<file path="config.mk">
export PLATFORM = sky130hd
export DESIGN_NAME = wb_regfile
export DESIGN_NICKNAME = d
export VERILOG_FILES = /design/src/rtl/wb_regfile.sv
export SDC_FILE = /design/constraint.sdc
export NUM_CORES = 2
export LEC_CHECK = 0
export ABC_CLOCK_PERIOD_IN_PS = 3850
export CAP_MARGIN = 20
export CORE_UTILIZATION = 35
export CTS_BUF_LIST = sky130_fd_sc_hd__clkbuf_16
export DETAILED_ROUTE_END_ITERATION = 8
export HOLD_SLACK_MARGIN = 0.08
export PLACE_DENSITY_LB_ADDON = 0.12
export SLEW_MARGIN = 15
export SYNTH_ARGS = -nofsm -noshare
export SYNTH_HDL_FRONTEND = slang
export SYNTH_SLANG_ARGS = --single-unit
</file>
<file path="constraint.sdc">
create_clock -name clk -period 3.85 [get_ports clk]
set_input_delay 0.385 -clock clk [delete_from_list [all_inputs] [get_ports clk]]
set_output_delay 0.385 -clock clk [all_outputs]
set_load 0.02 [all_outputs]
</file>
<file path="src/rtl/wb_regfile.sv">
// wb_regfile: MIPS write-back decode, 32x32 architectural register file, WB forwarding tap, retire counter.
// Optional macro WB_BYPASS_EN: the read ports return the committing value in its write cycle.
module wb_regfile (
  input  logic        clk,
  input  logic        reset,
  input  logic [31:0] ins_w,
  input  logic [31:0] pc_w,
  input  logic [31:0] alu_result,
  input  logic [31:0] dm_data,
  input  logic [4:0]  rs_addr,
  input  logic [4:0]  rt_addr,
  output logic [31:0] rs_data,
  output logic [31:0] rt_data,
  output logic        wb_we,
  output logic [4:0]  wb_addr,
  output logic [31:0] wb_data,
  output logic [31:0] retire_count
);

  logic [5:0]  op;
  logic [5:0]  funct;
  logic [4:0]  rt;
  logic [4:0]  rd;
  logic [31:0] link_addr;
  logic        dec_we;
  logic [4:0]  dec_dest;
  logic [31:0] dec_data;
  logic [31:0] regs [32];
  logic [31:0] retire_q;
  logic        unused_ins;

  // Big-endian byte lane select; offset 0 is the most significant byte.
  function automatic logic [31:0] ext_byte(input logic [31:0] word, input logic [1:0] off,
                                           input logic sgn);
    logic signed [7:0]  b;
    logic signed [31:0] s;
    case (off)
      2'd0:    b = word[31:24];
      2'd1:    b = word[23:16];
      2'd2:    b = word[15:8];
      default: b = word[7:0];
    endcase
    s = 32'(b);
    return sgn ? s : {24'd0, b};
  endfunction

  function automatic logic [31:0] ext_half(input logic [31:0] word, input logic off,
                                           input logic sgn);
    logic signed [15:0] h;
    logic signed [31:0] s;
    h = off ? word[15:0] : word[31:16];
    s = 32'(h);
    return sgn ? s : {16'd0, h};
  endfunction

  assign op         = ins_w[31:26];
  assign funct      = ins_w[5:0];
  assign rt         = ins_w[20:16];
  assign rd         = ins_w[15:11];
  assign link_addr  = pc_w + 32'd8;
  assign unused_ins = ^{ins_w[25:21], ins_w[10:6]};

  always_comb begin
    dec_we   = 1'b0;
    dec_dest = rt;
    dec_data = alu_result;
    case (op)
      6'h00: begin
        dec_we   = (funct != 6'h08);
        dec_dest = rd;
        dec_data = (funct == 6'h09) ? link_addr : alu_result;
      end
      6'h08, 6'h09, 6'h0A, 6'h0B, 6'h0C, 6'h0D, 6'h0E, 6'h0F: dec_we = 1'b1;
      6'h03: begin
        dec_we   = 1'b1;
        dec_dest = 5'd31;
        dec_data = link_addr;
      end
      6'h23: begin
        dec_we   = 1'b1;
        dec_data = dm_data;
      end
      6'h20: begin
        dec_we   = 1'b1;
        dec_data = ext_byte(dm_data, alu_result[1:0], 1'b1);
      end
      6'h24: begin
        dec_we   = 1'b1;
        dec_data = ext_byte(dm_data, alu_result[1:0], 1'b0);
      end
      6'h21: begin
        dec_we   = 1'b1;
        dec_data = ext_half(dm_data, alu_result[1], 1'b1);
      end
      6'h25: begin
        dec_we   = 1'b1;
        dec_data = ext_half(dm_data, alu_result[1], 1'b0);
      end
      default: dec_we = 1'b0;
    endcase
  end

  // $0 is never written, so the stored copy stays zero and the tap reports no write.
  assign wb_we   = dec_we && (dec_dest != 5'd0) && !reset;
  assign wb_addr = wb_we ? dec_dest : 5'd0;
  assign wb_data = wb_we ? dec_data : 32'd0;

`ifdef WB_BYPASS_EN
  assign rs_data = (rs_addr == 5'd0) ? 32'd0 :
                   (wb_we && (wb_addr == rs_addr)) ? wb_data : regs[rs_addr];
  assign rt_data = (rt_addr == 5'd0) ? 32'd0 :
                   (wb_we && (wb_addr == rt_addr)) ? wb_data : regs[rt_addr];
`else
  assign rs_data = (rs_addr == 5'd0) ? 32'd0 : regs[rs_addr];
  assign rt_data = (rt_addr == 5'd0) ? 32'd0 : regs[rt_addr];
`endif

  always_ff @(posedge clk) begin
    if (reset) begin
      for (int i = 0; i < 32; i++) regs[i] <= 32'd0;
    end else if (wb_we) begin
      regs[wb_addr] <= wb_data;
    end
  end

  always_ff @(posedge clk) begin
    if (reset) begin
      retire_q <= 32'd0;
    end else if (ins_w != 32'd0) begin
      retire_q <= retire_q + 32'd1;
    end
  end

  assign retire_count = retire_q;

endmodule

</file>
# Word-level counts from Yosys, hierarchy flattened
# Memories as Yosys holds them, arrays and structs flattened.
# Index checks and enable logic that the tools add are counted.
[classes]
addsub = 2
eq_ne = 18
muxes = 18
n_reduce_logical = 11
[op_table]
columns = ["op", "n"]
rows = [
  ["$pmux W32 S7", 1],
  ["$mux W32", 5],
  ["$eq A6 B4 Y1 const B", 9],
  ["$add A32 B1 Y32 const B", 1],
  ["$add A32 B4 Y32 const B", 1],
  ["$reduce_bool A32 Y1", 1],
  ["$reduce_or A32 Y1", 1],
  ["$eq A6 B6 Y1 const B", 5],
  ["$pmux W8 S3", 1],
  ["$mux W16", 1],
  ["$reduce_or A14 Y1", 1],
  ["$logic_not A5 Y1", 2],
  ["$mux W5", 2],
  ["$pmux W5 S2", 1],
  ["$eq A6 B2 Y1 const B", 1],
  ["$logic_not A6 Y1", 1],
  ["$mux W1", 6],
  ["$ne A6 B4 Y1 const B", 1],
  ["$reduce_bool A5 Y1", 1],
  ["$eq A2 B1 Y1 const B", 1],
  ["$eq A2 B2 Y1 const B", 1],
  ["$logic_and A1 B1 Y1", 2],
  ["$logic_not A2 Y1", 1],
  ["$pmux W1 S2", 1],
  ["$logic_not A1 Y1", 1],
]
[word_totals]
reg_bits = 32
ramBits = 1024
input_bits = 140
wordCells = 51
memories = 1
[mem_list]
columns = ["memory", "words", "word_bits", "rd", "rd_clocked_by_memory_dff", "wr", "line", "rtl"]
rows = [
  ["regs", 32, 32, 2, 0, 32, "28", "logic [31:0] regs [32];"],
]

# Longest topological paths before layout
[depth]
ltp_word = 10
mapped_depth = 11
mapped_depth_nobuf = 7

# Worst setup path after synthesis
# OpenSTA, ideal clock, no wires.
[synth_timing]
path_kind = "input -> register"
start = "input port ins_w[29]"
end = "memory regs[10][0] (enable)"
arrival_time_ns = 3.315
required_ns = 3.456
path_slack_ns = 0.141
path_stages = 9
path_cell_list = "or4_1 > buf_2 > a311oi_2 > o21bai_1 > or4b_1 > buf_2 > or3b_1 > buf_2 > nand2b_1"
[synth_rtl]
columns = ["item", "line", "rtl"]
rows = [
  ["start: declaration", "6", "input logic [31:0] ins_w,"],
  ["end: declaration", "28", ""],
]

# Worst setup path in the final report
[layout_timing]
start = "input port ins_w[27]"
end = "output port wb_data[24]"
[layout_between]
elab_chain_cells = 6
[layout_rtl]
columns = ["item", "line", "rtl"]
rows = [
  ["$eq A6 B6 Y1 (tied with other cells)", "67", "case (op)"],
  ["$reduce_or A14 Y1 (no line) / $pmux W5 S2 (equally long branches)", "n/a", ""],
  ["$pmux W1 S2 / $reduce_bool A5 Y1 (equally long branches)", "67, 104", ""],
  ["$logic_and A1 B1 Y1 (2 in series)", "104", "assign wb_we = dec_we && (dec_dest != 5'd0) && !reset;"],
  ["$mux W32 (*)", "106", "assign wb_data = wb_we ? dec_data : 32'd0;"],
  ["end: declaration", "16", "output logic [31:0] wb_data,"],
]
# Mark *: on every way between the ends. The rest lies on a longest branch, timed or not.

==> results by group <==
Outcome
  – Status: complete, no violations

Global route
  – Most used routing layer: met2
  – Met2 usage: 0.441
  – GRT Total Usage: 0.276
  – Pin count of the biggest net entering global routing: 56
  – Antenna violations before repair: 4
  – Grt met3 use: 0.0501
  – Vias in the first global route: 40600
  – Global route total overflow: 0
  – Met1 usage: 0.377
  – First-pass GRT wire length: 314000 um

Power
  – Lkg Pwr: 24.0 nW
  – Worst vdd rail ir drop: 0.348 mV
  – PwrDens: 424 nW/um^2

Synth
  – Synth async-reset ratio: 0
  – Top post-synthesis cells by area: edfxtp_1 55%, mux4_2 21%, nor2_1 6.6%, mux2_2 2.6%, mux2i_1 2.4%
  – Cell Area, Synth: 56200 um^2
  – Main flop type after synthesis: edfxtp_1
  – Mean Syn Cell Area: 14.0 um^2
  – Number of synthesized flops with an enable pin: 1024
  – Synth Register Bits: 1056
  – Library cells used by synthesis: 72
  – Cells after synthesis: 4025
  – Yosys top cell by area: edfxtp_1
  – Seq/Total Area, Yosys: 0.559
  – Synth warnings: 0
  – Yosys top cell area share: 0.547
  – Most common cell in the synthesized netlist: edfxtp_1
  – Top cells by count, synth: 1024 x edfxtp_1, 995 x nor2_1, 518 x mux4_2

Clock network
  – Bufs on Longest Clock Path: 3
  – Hold buffers post-CTS: 0
  – TritonCTS Buffers: 119
  – Clock slew at reported path FFs: 0.06 ns
  – CTS sink count: 1056
  – Worst skew pair latency: 0.73 ns
  – Clock root buffer: clkbuf_16
  – CTS tree: done
  – H-tree depth: 3

Critical path
  – Max incr delay on CP: 0.76 ns
  – CP Launch Point: ins_w[27]
  – CP Capture Type: output port
  – Critical path launch point type: input port
  – Worst path required time: 3.46 ns
  – Delay-heaviest family, CP: buffers and inverters
  – Most used cell, CP: buf_4
  – Worst Path Max Fanout: 10
  – Critical path arrival: 3.37 ns
  – CP bufs+invs: 6
  – Critical path, cell by cell: clkdlybuf4s50_1 > buf_4 > buf_4 > nand3b_1 > o21ai_0 > buf_4 > and2_1 > nand2_1 > o311ai_4 > inv_1 > dlygate4sd2_1
  – RR Startpoint: retire_count[0]$_SDFFE_PP0P_
  – Critical-path cell with the highest stage delay: o311ai_4
  – Critical setup path kind: input port to output port

Placed design
  – GPL Wtd Cong: 0.933
  – HPWL after DPL: 155000 um
  – IO Port Bufs: 273
  – Worst slack, placed: -0.324 ns

Timing
  – Slew Limit Fails: 0
  – Final setup viols: 0
  – WHS: 0.273 ns
  – Max transition margin: 0.373
  – Hold Fails Final Rpt: 0
  – Worst Setup Slack, final: 0.0932 ns
  – Period utilisation layout: 0.976
  – Fmax: 266 MHz
  – Tmin final: 3.76 ns
  – Worst Tran Pin Value: 0.934 ns
  – RSZ-0062 raised after global routing: no
  – Final Skew: 0.00654 ns

Layout
  – Layout cells sized above 1: 0.323
  – Nets@finish: 4667
  – Area Overhead vs Synth: 23.6%
  – Layout Utilization: 0.437
  – Filler cells: 14400

Hold path
  – Worst hold start: reset
  – Hold WC Path Type: input port to flip-flop

Floorplan
  – Core area: 159000 um^2
  – Starting density of the core: 0.354
  – Die H: 403 um
  – Die width: 403 um
  – Die Footprint: 162000 um^2
  – # IOs: 274
  – Row count: 146

Detailed routing
  – TritonRoute pass-1 iters: 5
  – # DRC: 0
  – Via density: 5.94
  – Wirelength per Cell: 33.8 um
  – DR iter-0 viols: 4282
  – ANT nets after route: 0
  – Vias: 39800
  – Post-Route WL: 226000 um

Run
  – MaxCap Viol Count: 0
==> final timing paths <==
path,end,slack (ns),cells after the start
setup / recovery,wb_data[24],0.09,11
hold / removal,retire_count[1]$_SDFFE_PP0P_,0.27,3
setup reg to reg,retire_count[30]$_SDFFE_PP0P_,1.62,6
hold reg to reg,retire_count[31]$_SDFFE_PP0P_,0.52,2
==> timing repair <==
item                       in CTS  in global routing
buffers inserted                2                  0
gates cloned                    0                  0
pin swaps                       2                  1
gates resized for setup        20                 27
setup endpoints to repair      19                 26
==> report_power, final <==
part | total, W | internal (W) | switching, W
sequential | 0.0135 | 0.0132 | 0.000281
combinational | 0.00475 | 0.00211 | 0.00264
clock | 0.0112 | 0.00633 | 0.00489
total | 0.0294 | 0.0216 | 0.00781
==> layout by cell type, fill, tap and decap left out, types with 14 or more instances in the layout <==
| cell | Yosys | routed |
|---|---|---|
| a21oi_1 | 20 | 18 |
| a22o_1 | 67 | 67 |
| and3_1 | 15 | 15 |
| buf_12 | 0 | 118 |
| buf_4 | 0 | 407 |
| clkbuf_16 | 0 | 121 |
| clkdlybuf4s50_1 | 0 | 194 |
| clkinv_1 | 0 | 37 |
| clkinv_2 | 0 | 26 |
| conb_1 | 1 | 32 |
| dfxtp_1 | 32 | 32 |
| dlymetal6s2s_1 | 0 | 18 |
| edfxtp_1 | 1024 | 1024 |
| inv_1 | 31 | 51 |
| mux2_2 | 128 | 128 |
| mux2i_1 | 136 | 136 |
| mux4_2 | 518 | 518 |
| nand2_1 | 55 | 46 |
| nand2b_1 | 51 | 16 |
| nand2b_2 | 0 | 35 |
| nand3_1 | 48 | 33 |
| nand3_2 | 0 | 15 |
| nor2_1 | 995 | 993 |
| nor2_2 | 28 | 28 |
| nor3_1 | 132 | 130 |
| nor4_1 | 21 | 19 |
| o21ai_0 | 22 | 17 |
| o22ai_1 | 69 | 65 |
| xnor2_1 | 26 | 26 |
| xor2_1 | 14 | 14 |
==> state kept, by name, summed over array words and instances, names as in the netlist <==
name,cells
retire_count,32
regs,1024
==> logic make-up (layout without fill, tap and decap cells) <==
group,after synthesis,count (layout),share of synthesized area
simple gates,1431,1431,0.110
flops,1056,1056,0.559
mux,782,782,0.258
other cells,1,33,0.0000667
compound gates,272,272,0.0364
fa+ha+maj,2,2,0.000445
xor+xnor,40,40,0.00624
buf+inv,441,1012,0.0307
==> worst register-to-register path, stage by stage (launching register included) <==
cell and delay (ns):
dfxtp_1 0.47, ha_1 0.26, nand3_1 0.21, or3_1 0.57, nor4_1 0.38, xnor2_1 0.16
nor2_1 0.05
==> metal layers <==
metal  vias to the layer above  share of wire
li1                      16500              -
met1                     20900           0.41
met4                         6          0.040
met5                         -        0.00016
met3                       357          0.082
met2                      1971           0.47
==> through the flow <==
step / instances / cell area, um^2 / TNS [ns] / power [W]
after global routing: 6699 / 69400 / 0 / 0.0302
after detailed placement: 6473 / 65500 / -20.37 / 0.0184
after global placement: 6472 / 65500 / -121.17 / 0.0184
after floorplan: 4056 / 56300 / 0 / 0.0160
final: 6700 / 69400 / 0 / 0.0294
after CTS: 6698 / 69300 / -0.266 / 0.0296
==> area by class of cell <==
class,count,area [um^2],share of cell area
diodes,1,2.50,0.0000360
clock buffers,121,3030,0.0436
clock inverters,102,768,0.0111
inverters,31,116,0.00168
multi-input cells,2559,23700,0.342
flip-flops and latches,1056,31400,0.452
well taps,2072,2590,0.0373
repair buffers,758,7800,0.112
Power figures use the tool's default switching activity.
